## src/rtl/pingpong_frame_arbiter_if.sv

```systemverilog
// Purpose : bundles the host write port and display read port of pingpong_frame_arbiter.
// Latency : n/a (wires only).
// Backpressure: wr_ready gates the host write stream; display side has none.
// Ports   : slave = arbiter side, master = host/display-timing side.
//           Optional repeat_cnt exists only when PINGPONG_REPEAT_CNT_EN is defined.
interface pingpong_frame_arbiter_if #(
  parameter int ADDR_W = 10
);
  // host write side
  logic              wr_valid;
  logic              wr_ready;
  logic              wr_buf;
  logic [ADDR_W-1:0] wr_addr;
  logic              wr_en0;
  logic              wr_en1;
  // display read side
  logic              frame_start;
  logic              rd_inc;
  logic              rd_buf;
  logic [ADDR_W-1:0] rd_addr;
  logic              rd_valid;
  // status
  logic              buf0_empty;
  logic              buf1_empty;
  logic              swap;
  logic              repeat_frame;
`ifdef PINGPONG_REPEAT_CNT_EN
  logic [7:0]        repeat_cnt;
`endif

  modport slave (
    input  wr_valid, frame_start, rd_inc,
    output wr_ready, wr_buf, wr_addr, wr_en0, wr_en1,
    output rd_buf, rd_addr, rd_valid,
    output buf0_empty, buf1_empty, swap, repeat_frame
`ifdef PINGPONG_REPEAT_CNT_EN
    , output repeat_cnt
`endif
  );

  modport master (
    output wr_valid, frame_start, rd_inc,
    input  wr_ready, wr_buf, wr_addr, wr_en0, wr_en1,
    input  rd_buf, rd_addr, rd_valid,
    input  buf0_empty, buf1_empty, swap, repeat_frame
`ifdef PINGPONG_REPEAT_CNT_EN
    , input repeat_cnt
`endif
  );
endinterface

```

## src/rtl/pingpong_frame_arbiter.sv

```systemverilog
// Purpose : owns two frame buffers; writer fills one while scan-out shows the other, roles swap only at frame_start.
// Latency : all outputs registered (1 cycle) except wr_en0/wr_en1, which are combinational from wr_valid.
// Backpressure: wr_ready drops after the last word of a frame until the other buffer can be claimed.
// Ports   : clk, reset (async active-high); bus = pingpong_frame_arbiter_if.slave carrying
//           wr_valid/wr_ready/wr_buf/wr_addr/wr_en0/wr_en1, frame_start/rd_inc/rd_buf/rd_addr/rd_valid,
//           buf0_empty/buf1_empty/swap/repeat_frame.
// Option  : PINGPONG_REPEAT_CNT_EN adds bus.repeat_cnt, a saturating count of repeated frames cleared on swap.
module pingpong_frame_arbiter #(
  parameter int ADDR_W      = 10,
  parameter int FRAME_WORDS = 640
) (
  input  logic                     clk,
  input  logic                     reset,
  pingpong_frame_arbiter_if.slave  bus
);

  typedef enum logic [1:0] {
    EMPTY = 2'd0,
    FILL  = 2'd1,
    FULL  = 2'd2,
    SHOW  = 2'd3
  } buf_state_t;

  localparam logic [ADDR_W-1:0] LAST_ADDR = ADDR_W'(FRAME_WORDS - 1);
  localparam logic [ADDR_W-1:0] ONE       = ADDR_W'(1);

  // registered state
  buf_state_t        st_q [2];
  logic              wr_buf_q;
  logic              wr_ready_q;
  logic [ADDR_W-1:0] wr_addr_q;
  logic              rd_buf_q;
  logic [ADDR_W-1:0] rd_addr_q;
  logic              rd_valid_q;
  logic              swap_q;
  logic              repeat_q;

  // next-state
  buf_state_t        st_n [2];
  logic              wr_buf_n;
  logic              wr_ready_n;
  logic [ADDR_W-1:0] wr_addr_n;
  logic              rd_buf_n;
  logic [ADDR_W-1:0] rd_addr_n;
  logic              rd_valid_n;
  logic              swap_n;
  logic              repeat_n;

  logic accept;
  assign accept = bus.wr_valid & wr_ready_q;

  always_ff @(posedge clk or posedge reset) begin
    if (reset) begin
      st_q[0]    <= FILL;
      st_q[1]    <= EMPTY;
      wr_buf_q   <= 1'b0;
      wr_ready_q <= 1'b1;
      wr_addr_q  <= '0;
      rd_buf_q   <= 1'b1;
      rd_addr_q  <= '0;
      rd_valid_q <= 1'b0;
      swap_q     <= 1'b0;
      repeat_q   <= 1'b0;
    end else begin
      st_q[0]    <= st_n[0];
      st_q[1]    <= st_n[1];
      wr_buf_q   <= wr_buf_n;
      wr_ready_q <= wr_ready_n;
      wr_addr_q  <= wr_addr_n;
      rd_buf_q   <= rd_buf_n;
      rd_addr_q  <= rd_addr_n;
      rd_valid_q <= rd_valid_n;
      swap_q     <= swap_n;
      repeat_q   <= repeat_n;
    end
  end

  // Every decision below looks only at registered state. The three buffer
  // updates never collide: a write touches the FILL buffer, a claim touches
  // an EMPTY buffer, and a swap touches only the FULL and SHOW buffers.
  always_comb begin
    st_n[0]    = st_q[0];
    st_n[1]    = st_q[1];
    wr_buf_n   = wr_buf_q;
    wr_ready_n = wr_ready_q;
    wr_addr_n  = wr_addr_q;
    rd_buf_n   = rd_buf_q;
    rd_addr_n  = rd_addr_q;
    rd_valid_n = rd_valid_q;
    swap_n     = 1'b0;
    repeat_n   = 1'b0;

    // writer: fill, then close the frame on its last word
    if (accept) begin
      if (wr_addr_q == LAST_ADDR) begin
        wr_addr_n        = '0;
        st_n[wr_buf_q]   = FULL;
        wr_ready_n       = 1'b0;
      end else begin
        wr_addr_n        = wr_addr_q + ONE;
      end
    end

    // writer idle: take the other buffer once scan-out has released it
    if (!wr_ready_q && st_q[~wr_buf_q] == EMPTY) begin
      wr_buf_n          = ~wr_buf_q;
      st_n[~wr_buf_q]   = FILL;
      wr_ready_n        = 1'b1;
    end

    // scan-out: rd_addr restarts on every frame, swap only if a frame is ready
    if (bus.frame_start) begin
      rd_addr_n = '0;
      if (st_q[~rd_buf_q] == FULL) begin
        st_n[~rd_buf_q] = SHOW;
        // the very first swap leaves a buffer that was never shown
        if (st_q[rd_buf_q] == SHOW) begin
          st_n[rd_buf_q] = EMPTY;
        end
        rd_buf_n   = ~rd_buf_q;
        rd_valid_n = 1'b1;
        swap_n     = 1'b1;
      end else begin
        repeat_n = rd_valid_q;
      end
    end else if (bus.rd_inc && rd_valid_q) begin
      rd_addr_n = (rd_addr_q == LAST_ADDR) ? '0 : rd_addr_q + ONE;
    end
  end

`ifdef PINGPONG_REPEAT_CNT_EN
  logic [7:0] repeat_cnt_q;

  always_ff @(posedge clk or posedge reset) begin
    if (reset) begin
      repeat_cnt_q <= 8'd0;
    end else if (swap_n) begin
      repeat_cnt_q <= 8'd0;
    end else if (repeat_n && repeat_cnt_q != 8'hff) begin
      repeat_cnt_q <= repeat_cnt_q + 8'd1;
    end
  end

  assign bus.repeat_cnt = repeat_cnt_q;
`endif

  assign bus.wr_ready     = wr_ready_q;
  assign bus.wr_buf       = wr_buf_q;
  assign bus.wr_addr      = wr_addr_q;
  assign bus.wr_en0       = accept & ~wr_buf_q;
  assign bus.wr_en1       = accept &  wr_buf_q;
  assign bus.rd_buf       = rd_buf_q;
  assign bus.rd_addr      = rd_addr_q;
  assign bus.rd_valid     = rd_valid_q;
  assign bus.buf0_empty   = (st_q[0] == EMPTY);
  assign bus.buf1_empty   = (st_q[1] == EMPTY);
  assign bus.swap         = swap_q;
  assign bus.repeat_frame = repeat_q;

endmodule

```

## src/flat_wrapper.sv

```systemverilog
// flat-port wrapper written by rule: the top's interface ports become plain ports
module pingpong_frame_arbiter_flat 
#(
  parameter int ADDR_W      = 10,
  parameter int FRAME_WORDS = 640
)
  (clk, reset, bus_wr_valid, bus_frame_start, bus_rd_inc, bus_wr_ready, bus_wr_buf, bus_wr_addr, bus_wr_en0, bus_wr_en1, bus_rd_buf, bus_rd_addr, bus_rd_valid, bus_buf0_empty, bus_buf1_empty, bus_swap, bus_repeat_frame);
  pingpong_frame_arbiter_if #(.ADDR_W(ADDR_W)) bus_i ();
  input  logic clk;
  input  logic reset;
  input wire logic [$bits(bus_i.wr_valid)-1:0] bus_wr_valid;
  input wire logic [$bits(bus_i.frame_start)-1:0] bus_frame_start;
  input wire logic [$bits(bus_i.rd_inc)-1:0] bus_rd_inc;
  output wire logic [$bits(bus_i.wr_ready)-1:0] bus_wr_ready;
  output wire logic [$bits(bus_i.wr_buf)-1:0] bus_wr_buf;
  output wire logic [$bits(bus_i.wr_addr)-1:0] bus_wr_addr;
  output wire logic [$bits(bus_i.wr_en0)-1:0] bus_wr_en0;
  output wire logic [$bits(bus_i.wr_en1)-1:0] bus_wr_en1;
  output wire logic [$bits(bus_i.rd_buf)-1:0] bus_rd_buf;
  output wire logic [$bits(bus_i.rd_addr)-1:0] bus_rd_addr;
  output wire logic [$bits(bus_i.rd_valid)-1:0] bus_rd_valid;
  output wire logic [$bits(bus_i.buf0_empty)-1:0] bus_buf0_empty;
  output wire logic [$bits(bus_i.buf1_empty)-1:0] bus_buf1_empty;
  output wire logic [$bits(bus_i.swap)-1:0] bus_swap;
  output wire logic [$bits(bus_i.repeat_frame)-1:0] bus_repeat_frame;
  assign bus_i.wr_valid = bus_wr_valid;
  assign bus_i.frame_start = bus_frame_start;
  assign bus_i.rd_inc = bus_rd_inc;
  assign bus_wr_ready = bus_i.wr_ready;
  assign bus_wr_buf = bus_i.wr_buf;
  assign bus_wr_addr = bus_i.wr_addr;
  assign bus_wr_en0 = bus_i.wr_en0;
  assign bus_wr_en1 = bus_i.wr_en1;
  assign bus_rd_buf = bus_i.rd_buf;
  assign bus_rd_addr = bus_i.rd_addr;
  assign bus_rd_valid = bus_i.rd_valid;
  assign bus_buf0_empty = bus_i.buf0_empty;
  assign bus_buf1_empty = bus_i.buf1_empty;
  assign bus_swap = bus_i.swap;
  assign bus_repeat_frame = bus_i.repeat_frame;
  pingpong_frame_arbiter #(.ADDR_W(ADDR_W), .FRAME_WORDS(FRAME_WORDS)) u_core (.clk(clk), .reset(reset), .bus(bus_i));
endmodule
```

## config.mk

```make
export PLATFORM = sky130hd
export DESIGN_NAME = pingpong_frame_arbiter_flat
export DESIGN_NICKNAME = d
export VERILOG_FILES = /design/src/rtl/pingpong_frame_arbiter_if.sv /design/src/rtl/pingpong_frame_arbiter.sv /design/src/flat_wrapper.sv
export SDC_FILE = /design/constraint.sdc
export NUM_CORES = 1
export LEC_CHECK = 0
export CAP_MARGIN = 10
export CORE_ASPECT_RATIO = 0.75
export CORE_MARGIN = 5
export CORE_UTILIZATION = 55
export CTS_BUF_LIST = sky130_fd_sc_hd__clkbuf_8
export CTS_CLUSTER_SIZE = 20
export DETAILED_ROUTE_END_ITERATION = 12
export PLACE_DENSITY = 0.87
export SKIP_LAST_GASP = 1
export SYNTH_ARGS = -nofsm -noshare
export SYNTH_HDL_FRONTEND = slang
export SYNTH_SLANG_ARGS = --single-unit
```

## constraint.sdc

```tcl
create_clock -name clk -period 2.3 [get_ports clk]
set_input_delay 0.23 -clock clk [delete_from_list [all_inputs] [get_ports clk]]
set_output_delay 0.23 -clock clk [all_outputs]
set_load 0.02 [all_outputs]
```

==> summary.txt, run 1 <==
Yosys
  • Mapped Cells: 161
  • Seq/Total Area, Yosys: 0.496
  • Library cells used by synthesis: 38
  • Syn Area/Cell: about 9.4 um2
  • Post-synthesis sequential element count: 30
  • Most area-consuming cells after synthesis: dfrtp_1 (44%), nor2_1 (5.4%), dfstp_2 (5.2%), xnor2_1 (5.2%), nand2_1 (4.4%)
  • Ys flop type: dfrtp_1
  • Mapped cell area: 1520 um2
  • Async SR Flop Fraction: 1.00
  • Top cell type's share of synthesized area: 0.444
  • Synth Warn #: 0
  • Biggest area consumer among synthesized cells: dfrtp_1
  • Post-Syn Nets: 168
  • Number of synthesized flops with an enable pin: 0

Die
  • Die H: 55.5 um
  • CORE AREA: 2620 um2
  • Num rows: 16
  • Die area: 3930 um2
  • Ports: 35
  • Initial Util: 0.580
  • Die Wd: 70.7 um

Layout
  • Commonest non-fill, non-tap cell in the layout: clkdlybuf4s50_1
  • Layout cells sized above 1: 0.0600
  • Multi-input logic area: 719 um2
  • Synthesis-to-finish area growth: 30.3%
  • Final #Nets: around 210
  • Final Core Density: 0.755
  • Antenna diodes: 0
  • Storage element area: 754 um2
  • Most frequent cells in the layout: clkdlybuf4s50_1 (34), dfrtp_1 (27), nor2_1 (22)
  • # fillers: 197

STA
  • Clock Skews: roughly 9.7 ps
  • Final setup TNS: 0 ps
  • Max-slew violations: 0
  • Slew headroom: 0.698
  • Maximum clock rate: 500 MHz
  • Clock period minus worst slack: 2000 ps
  • Final Setup Violations: 0
  • Final hold vios: 0
  • Slew @ Worst Pin: 453 ps
  • RSZ-0062 raised after global routing: no
  • Period utilization: 0.870

Routing
  • Initial DRC count: 86
  • DRC viols: 0
  • Drt first pass iters: 4
  • Routed len/inst: 14.8 um
  • Via density: 5.72
  • Total number of vias: 1349
  • Final ANT Viol Nets: 0
  • Final WL: 3490 um

Worst setup path
  • Critical path required time: 2070 ps
  • Critical Path Source Type: flop
  • Max incr delay on CP: 650 ps
  • Family with the most delay on the worst path: flip-flops
  • Slowest cell on the critical path: dfstp_2
  • Worst path buffer plus inverter count: 1
  • Worst path cell trace: nand2_1, nor2_1, clkdlybuf4s50_1
  • Worst EP arrival: 1770 ps
  • Critical path class: flop to output pin
  • Max FO, Critical Path: 13
  • Critical Path End Type: output pin

Placed design
  • Routability cong.: 0.866
  • Detailed Place HPWL: 2560 um
  • IO buf count: 34

Status
  • Status: completed

CTS
  • Clk root buf: clkbuf_8
  • CTS tree: done
  • Worst-Skew Late Latency: 280 ps
  • Postcts setup bufs: 0
  • H-tree levels: 2
  • Clk sinks: 30
  • CTS-repair resized insts: 0
  • TritonCTS Buffers: 5
  • Clock tree buffer depth: 2
  • Post-CTS Hold Fix Bufs: 0
  • Clock-pin slew on the worst setup and hold paths: approximately 60 ps

Global routing
  • Largest net degree at the start of global routing: 31
  • Gr usage total: 0.193
  • First-pass GRT wire length: 6040 um
  • Remaining global-route overflow: 0
  • Vias in the first global route: 1300
  • Initial antenna violation count: 0

Power and ir drop
  • Worst vdd ir: 408 uV
  • Power, Total: about 1.3 mW
  • Pwr/cell area: 641 nW/um2
  • LEAKAGE: 0.843 nW

Hold path
  • Worst hold path class: input pin to asynchronous set/reset pin

Run
  • Max-cap check violation count: 0
-- layout make-up --
class	count	area share
sequential	30	0.381
multi-input combinational	119	0.363
timing repair buffer	36	0.179
clock buffer	5	0.0347
tap	36	0.0227
inverter	7	0.0133
clock inverter	3	0.00569
-- worst min-delay path: stages --
cell	delay [ps]
clkdlybuf4s50_1	400
inv_1	50
buf_4	330
-- where the power goes --
part / leakage, nW / switching (mW) / internal, mW
clock: 0.0519 / 0.189 / 0.201
sequential: 0.393 / 0.0637 / 0.570
combinational: 0.397 / 0.127 / 0.118
total: 0.843 / 0.380 / 0.889
-- synthesized netlist by cell type, types with 2 or more instances --
master / instances
o211ai_1: 2
ha_1: 2
nor3_1: 4
dfrtp_1: 27
a21o_1: 4
nand3_1: 8
dfstp_2: 3
xor2_1: 4
nor3b_1: 2
and3_1: 2
clkbuf_1: 3
nand2_1: 18
nand4_1: 10
o31ai_1: 2
and4_1: 5
inv_1: 7
a31oi_1: 2
nor2_1: 22
o21ai_0: 4
xnor2_1: 9
a21oi_1: 4
-- kinds of logic after synthesis --
group                    after synthesis  share of synthesized area
buffers and inverters                 12                     0.0304
XOR/XNOR                              13                     0.0749
AO/OA/AOI/OAI                         26                      0.119
flip-flops                            30                      0.496
AND/OR/NAND/NOR                       78                      0.263
adder cells (fa/ha/maj)                2                     0.0165
-- routing by layer --
| metal | GRT usage | wire length, um |
|---|---|---|
| met1 | 0.257 | 1630 |
| met2 | 0.299 | 1610 |
| met3 | 0.0507 | 195 |
| met4 | 0.0804 | 58 |
| met5 | 0 | 0 |
-- flip-flops by register name, summed over array words and instances, names as in the netlist --
signal	count
u_core.bus.rd_addr	10
u_core.bus.rd_buf	1
u_core.bus.rd_valid	1
u_core.bus.repeat_frame	1
u_core.bus.swap	1
u_core.bus.wr_addr	10
u_core.bus.wr_buf	1
u_core.bus.wr_ready	1
u_core.st_q	4
-- through the flow --
| stage | setup slack (ps) | hold WS [ps] | area [um2] | cells |
|---|---|---|---|---|
| finish | 298 | 311 | 1980 | 236 |
| global route | 209 | 380 | 1980 | 236 |
| CTS | 296 | 331 | 1980 | 236 |
| detailed placement | 421 | 508 | 1900 | 228 |
| global placement | 465 | 493 | 1900 | 228 |
| floorplan | 650 | 319 | 1520 | 161 |
-- worst paths after layout --
check / from / to / slack (ps) / depth (start not counted)
setup reg to reg: u_core.bus.wr_ready$_DFFE_PP1P_ / u_core.st_q[0]$_DFF_PP0_ / 620 / 4
setup / recovery: u_core.bus.wr_ready$_DFFE_PP1P_ / bus_wr_en0 / 300 / 3
hold reg to reg: u_core.bus.wr_addr[9]$_DFFE_PP0N_ / u_core.bus.wr_addr[9]$_DFFE_PP0N_ / 510 / 1
hold / removal: reset / u_core.bus.rd_addr[9]$_DFFE_PP0P_ / 310 / 3
min in group clk: u_core.bus.wr_addr[9]$_DFFE_PP0N_ / u_core.bus.wr_addr[9]$_DFFE_PP0N_ / 510 / 1
max in group asynchronous: reset / u_core.st_q[2]$_DFF_PP1_ / 1660 / 3
No activity file was read; power rests on OpenSTA's default activity.
==> run 2, diff against run 1 <==
--- a/config.mk
+++ b/config.mk
@@ -5,14 +5,17 @@
 export SDC_FILE = /design/constraint.sdc
 export NUM_CORES = 1
 export LEC_CHECK = 0
+export ABC_AREA = 1
 export CAP_MARGIN = 10
+export CELL_PAD_IN_SITES_DETAIL_PLACEMENT = 1
+export CELL_PAD_IN_SITES_GLOBAL_PLACEMENT = 1
 export CORE_ASPECT_RATIO = 0.75
 export CORE_MARGIN = 5
-export CORE_UTILIZATION = 55
+export CORE_UTILIZATION = 40
 export CTS_BUF_LIST = sky130_fd_sc_hd__clkbuf_8
 export CTS_CLUSTER_SIZE = 20
 export DETAILED_ROUTE_END_ITERATION = 12
-export PLACE_DENSITY = 0.87
+export PLACE_DENSITY_LB_ADDON = 0.1
 export SKIP_LAST_GASP = 1
 export SYNTH_ARGS = -nofsm -noshare
 export SYNTH_HDL_FRONTEND = slang
==> run 2 against run 1 <==
Net effect:
- sequential power is 28% higher
- clock power rose by 18%
- cell area is 7.4% higher
- worst setup slack improved by 44 ps
- hold slack got worse by 4.1 ps
- die area grew 39%
- register-to-register slack improved by 160 ps
- clock-buffer cell count up 1
==> summary.txt, run 2 <==
Yosys
  • Most area-consuming cells after synthesis: dfrtp_1 (42%), nand2_1 (14%), inv_1 (7.4%), nand3_1 (7.1%), dfstp_2 (4.8%)
  • Most common cell in the synthesized netlist: nand2_1
  • Library cells used by synthesis: 20
  • Top cell type's share of synthesized area: 0.415
  • Biggest area consumer among synthesized cells: dfrtp_1
  • Ys flop type: dfrtp_1
  • Synth Warn #: 0
  • Number of synthesized flops with an enable pin: 0
  • Async SR Flop Fraction: 1.00
  • Syn Area/Cell: between 7 and 8 um2
  • Post-synthesis sequential element count: 30
  • Post-Syn Nets: approximately 220
  • Seq/Total Area, Yosys: 0.464
  • Most instantiated cells after synthesis: nand2_1 (62), inv_1 (32), dfrtp_1 (27), nand3_1 (23), nor2_1 (21)
  • Mapped cell area: ~1600 um2
  • Mapped Cells: 217

Power and ir drop
  • LEAKAGE: approximately 1.1 nW
  • NetSw: 0.784 mW
  • Worst vdd ir: 542 uV
  • Pwr/cell area: 932 nW/um2
  • Comb power frac: 0.359
  • Clock power frac: 0.232
  • Seq pwr share: 0.409
  • Switching part of the total: 0.395
  • Internal power: 1.20 mW

Routing
  • Final ANT Viol Nets: 0
  • Drt first pass iters: 4
  • Via density: 5.01
  • Initial DRC count: roughly 80
  • Final WL: 4350 um
  • DRC viols: 0
  • Routed len/inst: 13.9 um
  • Total number of vias: ~1.6k

STA
  • Final Setup Violations: 0
  • Period utilization: 0.851
  • Clock Skews: 9.10 ps
  • Final setup TNS: 0 ps
  • Maximum clock rate: 511 MHz
  • WHS: 307 ps
  • Max-slew violations: 0
  • Final hold vios: 0
  • Slew headroom: 0.737
  • Slew @ Worst Pin: 395 ps
  • Clock period minus worst slack: just under 2000 ps
  • RSZ-0062 raised after global routing: no

Layout
  • Layout cells sized above 1: 0.0965
  • Post-Layout Cell Count: 314
  • Synthesis-to-finish area growth: 30.8%
  • # fillers: 503
  • Storage element area: 754 um2
  • Commonest non-fill, non-tap cell in the layout: nand2_1
  • Multi-input logic area: roughly 730 um2
  • Most frequent cells in the layout: nand2_1 (62), clkdlybuf4s50_1 (34), inv_1 (32)
  • Antenna diodes: 0
  • Final #Nets: ~270

Global routing
  • Initial antenna violation count: 0
  • Gr usage total: 0.177
  • First-pass GRT wire length: 7690 um
  • Vias in the first global route: 1621
  • Remaining global-route overflow: 0
  • Largest net degree at the start of global routing: 31

Die
  • Die area: 5460 um2
  • Die H: 65.2 um
  • Ports: 35
  • Initial Util: 0.409
  • Die Wd: between 80 and 90 um
  • CORE AREA: 3980 um2
  • Num rows: 20

CTS
  • Postcts setup bufs: 0
  • CTS tree: done
  • CTS-repair resized insts: 0
  • Clock-pin slew on the worst setup and hold paths: 70 ps
  • Clk sinks: 30
  • TritonCTS Buffers: 5
  • H-tree levels: 2
  • Clock tree buffer depth: 2
  • Worst-Skew Late Latency: between 200 and 300 ps
  • Clk root buf: clkbuf_8
  • Post-CTS Hold Fix Bufs: 0

Placed design
  • Routability cong.: approximately 0.8
  • Dpl cells: 306
  • Detailed Place HPWL: approximately 3300 um
  • IO buf count: 34

Status
  • Status: completed

Run
  • Max-cap check violation count: 0

Worst setup path
  • Critical path class: flop to output pin
  • Max FO, Critical Path: 9
  • Critical Path Source Type: flop
  • Worst EP arrival: between 1500 and 2000 ps
  • Critical Path End Type: output pin
  • Critical path required time: 2070 ps

Hold path
  • Worst hold path class: input pin to asynchronous set/reset pin
[run 2: routing by layer]
metal  global-route usage  wire length (um)
met5                    0                 0
met4               0.0562                50
met3               0.0476               181
met2                0.271              1920
met1                0.245              2200
[run 2: worst max-delay path, cell delays in order (launching register included)]
cell	delay, ps
dfstp_2	560
nand2_2	140
nor2_1	120
clkdlybuf4s50_1	620
[run 2: area by class of cell]
cell class,instances,share of cell area
clock buffer,6,0.0388
inverter,34,0.0600
tap,55,0.0324
sequential,30,0.355
multi-input combinational,152,0.345
timing repair buffer,35,0.164
clock inverter,2,0.00588
[run 2: cells by family after synthesis]
family                   after synthesis  synth area share
AND/OR/NAND/NOR                      129             0.351
XOR/XNOR                               7            0.0377
adder cells (fa/ha/maj)                2            0.0154
flip-flops                            30             0.464
buffers and inverters                 35            0.0854
AO/OA/AOI/OAI                         14            0.0469
[run 2: final timing paths]
check	startpoint	end	slack (ps)	cells after the start
max in group asynchronous	reset	u_core.bus.rd_buf$_DFFE_PP1P_	1660	3
min	reset	u_core.bus.rd_addr[0]$_DFFE_PP0P_	310	3
max reg2reg	u_core.bus.rd_addr[0]$_DFFE_PP0P_	u_core.bus.rd_addr[9]$_DFFE_PP0P_	780	8
max	u_core.bus.wr_ready$_DFFE_PP1P_	bus_wr_en0	340	3
min reg2reg	u_core.bus.rd_buf$_DFFE_PP1P_	u_core.bus.rd_buf$_DFFE_PP1P_	510	2
min in group clk	u_core.bus.rd_buf$_DFFE_PP1P_	u_core.bus.rd_buf$_DFFE_PP1P_	510	2
[run 2: power groups by stage]
stage / clock (mW) / combinational, mW / sequential [mW]
2_1_floorplan: 0 / 0.330 / 0.886
3_3_place_gp: 0 / 0.703 / 0.819
3_5_place_dp: 0 / 0.719 / 0.814
4_1_cts: 0.471 / 0.723 / 0.811
5_1_grt: 0.498 / 0.787 / 0.839
6_report: 0.460 / 0.712 / 0.810
[run 2: through the flow]
step	instance area, um2	power, mW	setup WS, ps	util
finish	2130	1.98	342	0.535
global route	2130	2.12	288	0.535
CTS	2130	2.00	331	0.535
detailed placement	2030	1.53	480	0.511
global placement	2030	1.52	535	0.511
floorplan	1630	1.22	888	-
==> run 3, diff against run 2 <==
--- a/config.mk
+++ b/config.mk
@@ -16,6 +16,7 @@
 export CTS_CLUSTER_SIZE = 20
 export DETAILED_ROUTE_END_ITERATION = 12
 export PLACE_DENSITY_LB_ADDON = 0.1
+export REMOVE_ABC_BUFFERS = 1
 export SKIP_LAST_GASP = 1
 export SYNTH_ARGS = -nofsm -noshare
 export SYNTH_HDL_FRONTEND = slang
==> run 3 against run 2 <==
Net effect:
- worst setup slack gained 22 ps
- combinational power hardly changed
- die area stayed put
- total power is 0.52% lower
- largest cell class unchanged
- highest routed layer unchanged
==> summary.txt, run 3 (synthesized netlist as in run 2, its figures left out) <==
Status
  • Status: completed

Power and ir drop
  • LEAKAGE: approximately 1.1 nW
  • NetSw: 0.777 mW
  • Internal power: 1.20 mW
  • Switching part of the total: 0.394
  • Clock power frac: 0.226
  • Worst vdd ir: 434 uV
  • Comb power frac: 0.362
  • Seq pwr share: 0.412
  • Pwr/cell area: 929 nW/um2

STA
  • Slew @ Worst Pin: 397 ps
  • Clock Skews: 11.1 ps
  • Period utilization: 0.841
  • Maximum clock rate: ~520 MHz
  • Final hold vios: 0
  • Final setup TNS: 0 ps
  • Max-slew violations: 0
  • Clock period minus worst slack: a little under 2000 ps
  • Final Setup Violations: 0
  • RSZ-0062 raised after global routing: no
  • Slew headroom: 0.735

Global routing
  • Largest net degree at the start of global routing: 31
  • Gr busiest metal: met2
  • Vias in the first global route: 1599
  • First-pass GRT wire length: 7690 um
  • GR Util met2: 0.274
  • Grt met3 use: 0.0426
  • Gr usage total: 0.177
  • Remaining global-route overflow: 0
  • Initial antenna violation count: 0
  • Met1 Use GR: 0.244

Worst setup path
  • Critical path required time: 2070 ps
  • Reg2Reg Depth: 8
  • Crit. Startpoint: u_core.bus.wr_ready$_DFFE_PP1P_
  • R2R Path End: u_core.bus.rd_addr[9]$_DFFE_PP0P_
  • Critical path class: flop to output pin
  • Worst r2r src: u_core.bus.rd_addr[0]$_DFFE_PP0P_
  • Critical Path End Type: output pin
  • Max FO, Critical Path: 9
  • Worst EP arrival: 1710 ps
  • Critical Path Source Type: flop
  • R2r setup slk: 800 ps
  • Critical Path End: bus_wr_en0

Routing
  • Initial DRC count: 59
  • Final WL: 4340 um
  • Final ANT Viol Nets: 0
  • Total number of vias: approximately 1.5k
  • Routed len/inst: 13.8 um
  • DRC viols: 0
  • Drt first pass iters: 4
  • Via density: between 4 and 5

CTS
  • H-tree levels: 2
  • Post-CTS Hold Fix Bufs: 0
  • Worst-Skew Late Latency: 290 ps
  • Clock-pin slew on the worst setup and hold paths: 70 ps
  • Clk root buf: clkbuf_8
  • Clk sinks: 30
  • TritonCTS Buffers: 5
  • Clock tree buffer depth: 2
  • CTS-repair resized insts: 0
  • Postcts setup bufs: 0
  • CTS tree: done

Placed design
  • Detailed Place HPWL: 3320 um
  • Routability cong.: 0.787
  • IO buf count: 34

Run
  • Max-cap check violation count: 0

Die
  • Ports: 35
  • Die area: ~5500 um2
  • Die Wd: 83.6 um
  • Initial Util: 0.409
  • Num rows: 20
  • CORE AREA: 3980 um2
  • Die H: 65.2 um

Layout
  • Synthesis-to-finish area growth: 30.5%
  • # fillers: between 500 and 600
  • Final Core Density: 0.534
  • Antenna diodes: 0
  • Most frequent cells in the layout: nand2_1 (62), clkdlybuf4s50_1 (34), inv_1 (33)
  • Final #Nets: 265
  • Commonest non-fill, non-tap cell in the layout: nand2_1
  • Layout cells sized above 1: 0.0927

Hold path
  • Worst hold path class: input pin to asynchronous set/reset pin
-- run 3: cell count changes in the layout (fill, tap and decap cells not counted), sizes merged --
cell	previous run	this run
inv	34	35
clkinvlp	1	0
-- run 3: critical path, stage by stage (launching register included) --
cell and delay, ps:
dfstp_2 560, nand2_2 130, nor2_1 120, clkdlybuf4s50_1 620
-- run 3: how the worst min path moves through the flow --
stage | startpoint | to | slack (ps) | cells after the start
global route | reset | u_core.bus.rd_addr[7]$_DFFE_PP0P_ | 370 | 3
global placement | u_core.bus.rd_buf$_DFFE_PP1P_ | u_core.bus.rd_buf$_DFFE_PP1P_ | 500 | 2
finish | reset | u_core.st_q[1]$_DFF_PP0_ | 330 | 3
CTS | reset | u_core.bus.rd_addr[1]$_DFFE_PP0P_ | 350 | 3
floorplan | reset | u_core.bus.rd_addr[0]$_DFFE_PP0P_ | 320 | 1
detailed placement | u_core.bus.rd_buf$_DFFE_PP1P_ | u_core.bus.rd_buf$_DFFE_PP1P_ | 500 | 2
-- run 3: power groups by stage --
stage               sequential, mW  clock, mW  combinational, mW
detailed placement           0.820          0              0.724
floorplan                    0.886          0              0.328
CTS                          0.814      0.458              0.727
global placement             0.818          0              0.704
global route                 0.838      0.485              0.791
finish                       0.813      0.445              0.714
-- run 3: area by class of cell --
cell class	instances	area, um2	area share
clock inverter	2	8.76	0.00412
clock buffer	6	82.6	0.0389
multi-input combinational	152	733	0.345
sequential	30	754	0.355
timing repair buffer	35	348	0.164
tap	55	68.8	0.0324
inverter	34	128	0.0601
-- run 3: routing by layer --
| layer | part of all wire | vias to the layer above |
|---|---|---|
| li1 | - | 773 |
| met3 | 0.037 | 7 |
| met1 | 0.51 | 714 |
| met4 | 0.015 | 0 |
| met2 | 0.44 | 26 |
| met5 | 0 | - |
-- run 3: stage by stage --
| stage | setup WS (ps) | cell area [um2] | hold slack (ps) | total power, mW | instances |
|---|---|---|---|---|---|
| final | 365 | 2120 | 330 | 1.97 | 314 |
| after global routing | 297 | 2120 | 370 | 2.11 | 314 |
| after CTS | 350 | 2120 | 348 | 2.00 | 314 |
| after detailed placement | 497 | 2030 | 505 | 1.54 | 306 |
| after global placement | 535 | 2030 | 501 | 1.52 | 306 |
| after floorplan | 888 | 1620 | 319 | 1.21 | 216 |
==> RTL change 1 (flow settings as in run 3) <==
`FRAME_WORDS` is set to 640 in 2 places; all go to 320.
--- a/src/rtl/pingpong_frame_arbiter.sv
+++ b/src/rtl/pingpong_frame_arbiter.sv
@@ -8,5 +8,5 @@
 module pingpong_frame_arbiter #(
   parameter int ADDR_W      = 10,
-  parameter int FRAME_WORDS = 640
+  parameter int FRAME_WORDS = 320
 ) (
   input  logic                     clk,
--- a/src/flat_wrapper.sv
+++ b/src/flat_wrapper.sv
@@ -3,5 +3,5 @@
 #(
   parameter int ADDR_W      = 10,
-  parameter int FRAME_WORDS = 640
+  parameter int FRAME_WORDS = 320
 )
   (clk, reset, bus_wr_valid, bus_frame_start, bus_rd_inc, bus_wr_ready, bus_wr_buf, bus_wr_addr, bus_wr_en0, bus_wr_en1, bus_rd_buf, bus_rd_addr, bus_rd_valid, bus_buf0_empty, bus_buf1_empty, bus_swap, bus_repeat_frame);
Formal check against the unedited RTL: no difference found for any inputs over 10 cycles, from zero or initial values and one cycle with reset high; that may be too few to reach the edited logic, so the function may still have changed.
==> RTL change 1 against run 3 <==
Setup slack got worse by 0.041 ns. Final cell count increased by 2.9%. Sequential cell count unchanged. Utilization increased by 0.61 points. Power decreased by 2.6%. Hold slack about the same. Synthesized cell count increased by 3.7%. Final area increased by 2.4%. Fmax decreased by 2.1%. Sequential power decreased by 3.4%. Largest power group unchanged. Critical endpoint unchanged. Synthesized area increased by 2.5%. Via count increased by 3.1%. Wire length increased by 2.3%.
==> RTL change 1: results (changes against run 3) <==
[outcome]
status = completed

[cts]
cts_setup_buffers = 0  ; unchanged
cts.path.max_buffers = 2  ; unchanged
cts_buffers = 5  ; unchanged
clk_transition_reported_paths_ns = 0.06
cts_root_buf = clkbuf_8
insertion_delay_ns = 0.28
ctsResizeCount = 0  ; unchanged
htree_levels = 2  ; unchanged

[power_and_ir_drop]
leakage_uw = 0.00110  ; +2.8%
vdd_drop_max_v = 0.000508  ; +17%

[placement]
portBuffers = 34  ; unchanged
dpl-instance-area_um2 = 2080  ; +2.5%
place_congestion = 0.834  ; +6.1%
place_hpwl_um = 3370  ; +1.5%

[worst_setup_path]
path_max_fanout = 9  ; unchanged
crit_family = buffers and inverters
critPathLaunch = u_core.bus.wr_ready$_DFFE_PP1P_
cpPeakStageDelay_ns = 0.62  ; about the same
crit_slowest_cell = clkdlybuf4s50_1
ff2ff_setup_slack_ns = 0.80  ; about the same
crit_arrival_ns = 1.75  ; +0.04 ns
reg2reg_from = u_core.bus.rd_addr[0]$_DFFE_PP0P_

[global_route]
antenna_found_initial = 0  ; unchanged
grt_max_degree = 31  ; unchanged
first_global_vias = 1596  ; -0.19%
grt_pass1_wl_um = 7850  ; +2.2%
grt.total_usage = 0.178  ; +0.000878

[routing]
first_pass_iters = 4  ; unchanged
wl_per_cell_um = 13.8  ; -0.53%
first_iter_violations = 66  ; +12%
vias_per_cell = 4.85  ; +0.22%
drc_errors = 0  ; unchanged

[min_path]
hold_path.class = primary input to asynchronous set/reset pin

[final_layout]
nNetsFinal = 274  ; +3.4%
drive_above_1_share = 0.0970  ; +0.00435
antennaDiodeCount = 0  ; unchanged

[yosys]
synth_commonest_cells = nand2_1, inv_1, nor2_1
yosysSeqAreaShare = 0.453  ; -0.0111
synth_async_sr_flop_share = 1.00  ; unchanged
yosysWarnings = 0  ; unchanged
synthTopCellsByArea = dfrtp_1, nand2_1, inv_1
ys_types = 23  ; +15%

[timing]
tightestPinTransition_ns = 0.390  ; -0.00724 ns
timing.hold.ws_ns = 0.330  ; -0.000231 ns
fin_skew_ns = 0.00630  ; -0.00476 ns

-- RTL change 1: kinds of logic (layout without fill, tap and decap cells) --
kind of cell,after synthesis,count (layout),share of synthesized area
compound gates,14,14,0.0548
xor+xnor,6,6,0.0315
fa+ha+maj,2,2,0.0150
flops,30,30,0.453
buf+inv,36,79,0.0826
simple gates,137,137,0.363
-- RTL change 1: worst min-delay path: cells and delay by family --
family	cells	cell delay (ns)
buf+inv	3	0.80
-- RTL change 1: cell type report --
cell class              instances  area [um^2]
inverters                      36          138
multi-input cells             159          774
fillers                       509         1850
clock inverters                 2         8.76
flip-flops and latches         30          754
well taps                      55         68.8
repair buffers                 35          348
clock buffers                   6         82.6
-- RTL change 1: worst paths after layout --
check                                               endpoint  depth (start not counted)
min in group clk               u_core.bus.rd_buf$_DFFE_PP1P_                          2
hold reg to reg                u_core.bus.rd_buf$_DFFE_PP1P_                          2
hold / removal             u_core.bus.wr_addr[6]$_DFFE_PP0N_                          3
max in group asynchronous      u_core.bus.rd_buf$_DFFE_PP1P_                          3
setup / recovery                                  bus_wr_en0                          3
setup reg to reg           u_core.bus.rd_addr[8]$_DFFE_PP0P_                          6
-- RTL change 1: power by group --
part	switching, uW	internal (uW)	leakage, uW
combinational	411	285	0.000675
sequential	133	652	0.000369
clock	204	237	0.0000524
total	748	1170	0.00110
-- RTL change 1: stage by stage --
stage | worst slack (ns) | total power [uW] | std cells | utilization
detailed placement | 0.466 | 1490 | 315 | 0.517
floorplan | 0.934 | 1190 | 225 | -
global route | 0.198 | 2050 | 323 | 0.540
CTS | 0.298 | 1940 | 323 | 0.540
global placement | 0.505 | 1480 | 315 | 0.517
finish | 0.323 | 1920 | 323 | 0.540
-- RTL change 1: per-layer routing --
layer | up-vias | routed length, um | track usage
li1 | 795 | - | -
met2 | 25 | 1980 | 0.271
met1 | 745 | 2280 | 0.251
met4 | 0 | 19 | 0.0494
met3 | 2 | 167 | 0.0461
met5 | - | 0 | 0
==> RTL change 2 (config.mk and constraints of run 3) <==
Without the edit above. `wr_addr_q` and `rd_addr_q` no longer have a reset.
--- a/src/rtl/pingpong_frame_arbiter.sv
+++ b/src/rtl/pingpong_frame_arbiter.sv
@@ -56,7 +56,5 @@
       wr_buf_q   <= 1'b0;
       wr_ready_q <= 1'b1;
-      wr_addr_q  <= '0;
       rd_buf_q   <= 1'b1;
-      rd_addr_q  <= '0;
       rd_valid_q <= 1'b0;
       swap_q     <= 1'b0;
@@ -67,11 +65,14 @@
       wr_buf_q   <= wr_buf_n;
       wr_ready_q <= wr_ready_n;
-      wr_addr_q  <= wr_addr_n;
       rd_buf_q   <= rd_buf_n;
-      rd_addr_q  <= rd_addr_n;
       rd_valid_q <= rd_valid_n;
       swap_q     <= swap_n;
       repeat_q   <= repeat_n;
     end
+  end
+
+  always_ff @(posedge clk) begin
+    wr_addr_q <= wr_addr_n;
+    rd_addr_q <= rd_addr_n;
   end
 
Check against the original RTL: not equivalent (a bounded check fails within 4 cycles, from zero or initial values and one cycle with reset high).
==> RTL change 2 against run 3 <==
Setup slack worse by 0.013 ns. Count of clock-buffer cells in the layout decreased by 1. Register-to-register slack got worse by 0.05 ns. Final area is 5.4% lower. Sequential cell count stayed put. Utilization is 1.5 points higher. Wire length shrank 15%. Synthesized area down 6.3%. Critical endpoint unchanged.
Power is not compared: it rests on default switching activity, and its combinational part moved more than twofold at a synthesized area within 25%.
==> RTL change 2: results (changes against run 3) <==
[outcome]
status = completed

[cts]
cts_root_buf = clkbuf_8
insertion_delay_ns = 0.27  ; -0.02 ns
cts.path.max_buffers = 2  ; unchanged
ctsResizeCount = 0  ; unchanged

[final_layout]
nNetsFinal = 238  ; -10%
nFillCells = 477  ; -6.1%
drive_above_1_share = 0.0991  ; +0.00647

[timing]
tightestPinTransition_ns = 0.413  ; +0.0157 ns
fin_skew_ns = 0.00973  ; -0.00133 ns

[worst_setup_path]
cpPeakStageDelay_ns = 0.64  ; +0.02 ns
ff2ff_setup_slack_ns = 0.75  ; -0.05 ns
path_max_fanout = 4  ; -5

[yosys]
synth_flop_cell = edfxtp_1
ys_types = 24  ; +20%
synthTopCellsByArea = edfxtp_1, nand2_1, dfxtp_1
synth_edf_count = 10  ; +10
synthMuxAreaShare = 0  ; unchanged
synth_commonest_cells = nand2_1, inv_1, nor2_1
yosysSeqAreaShare = 0.495  ; +0.0312
synth_xor_area_frac = 0.0460  ; +0.00828
synth-compound-area-share = 0.0378  ; -0.00916
synth_adder_area_share = 0.0164  ; +0.00104
synth_async_sr_flop_share = 0.333  ; -0.667

[routing]
first_iter_violations = 41  ; -31%
vias = 1346  ; -11%
wl_per_cell_um = 12.9  ; -6.5%

[global_route]
grt_pass1_wl_um = 6320  ; -18%
antenna_found_initial = 0  ; unchanged
grt_max_degree = 11  ; -65%
use_met3 = 0.0442  ; +0.00155
grtUsageMet1 = 0.202  ; -0.0422
grtUsageMet2 = 0.252  ; -0.0218
first_global_vias = 1415  ; -12%
grt.total_usage = 0.158  ; -0.0192

[placement]
place_congestion = 0.763  ; -3.1%
place_hpwl_um = 2940  ; -12%

==> RTL change 2: metrics by stage <==
| stage | util | hold WS [ns] | instance area (um^2) | std cells | setup slack (ns) |
|---|---|---|---|---|---|
| 2_1_floorplan | - | 0.0680 | 1520 | 190 | 0.783 |
| 4_1_cts | 0.549 | 0.236 | 2010 | 284 | 0.323 |
| 5_1_grt | 0.549 | 0.266 | 2010 | 284 | 0.263 |
| 6_report | 0.549 | 0.226 | 2010 | 284 | 0.351 |
| 3_3_place_gp | 0.527 | 0.478 | 1930 | 276 | 0.511 |
| 3_5_place_dp | 0.527 | 0.479 | 1930 | 276 | 0.455 |
==> RTL change 2: logic make-up after synthesis <==
| kind of cell | after synthesis |
|---|---|
| AO/OA/AOI/OAI | 10 |
| XOR/XNOR | 8 |
| adder cells (fa/ha/maj) | 2 |
| buffers and inverters | 27 |
| flip-flops | 30 |
| AND/OR/NAND/NOR | 113 |
==> RTL change 2: cell type report <==
class | count | area [um^2] | share of cell area
Clock buffer | 5 | 68.8 | 0.0342
Clock inverter | 3 | 11.3 | 0.00560
Inverter | 27 | 101 | 0.0504
Multi-Input combinational cell | 133 | 668 | 0.333
Sequential cell | 30 | 754 | 0.375
Tap cell | 52 | 65.1 | 0.0324
Timing Repair Buffer | 34 | 340 | 0.169
==> RTL change 2: per-layer routing <==
layer | share of wire | wire [um] | up-vias
met3 | 0.044 | 160 | 4
met5 | 0 | 0 | -
met2 | 0.46 | 1700 | 26
met1 | 0.48 | 1770 | 640
met4 | 0.010 | 38 | 0
li1 | - | - | 676
==> RTL change 2: worst paths after layout <==
| kind | startpoint | end | cells after the start |
|---|---|---|---|
| worst max-delay path | u_core.bus.wr_ready$_DFFE_PP1P_ | bus_wr_en0 | 3 |
| worst min-delay path | reset | u_core.st_q[3]$_DFF_PP0_ | 2 |
| worst max register to register | u_core.bus.wr_addr[0]$_SDFFCE_PN0N_ | u_core.bus.wr_addr[5]$_SDFFCE_PN0N_ | 6 |
| worst min register to register | u_core.bus.wr_ready$_DFFE_PP1P_ | u_core.bus.wr_ready$_DFFE_PP1P_ | 2 |
| max in group asynchronous | reset | u_core.bus.rd_buf$_DFFE_PP1P_ | 2 |
| min in group clk | u_core.bus.wr_ready$_DFFE_PP1P_ | u_core.bus.wr_ready$_DFFE_PP1P_ | 2 |
==> RTL change 2: report_power, final <==
group	switching, uW	internal, uW	leakage (uW)
logic	80.2	62.5	0.000552
clock network	182	201	0.0000519
registers	24.8	578	0.000295
total	287	842	0.000900
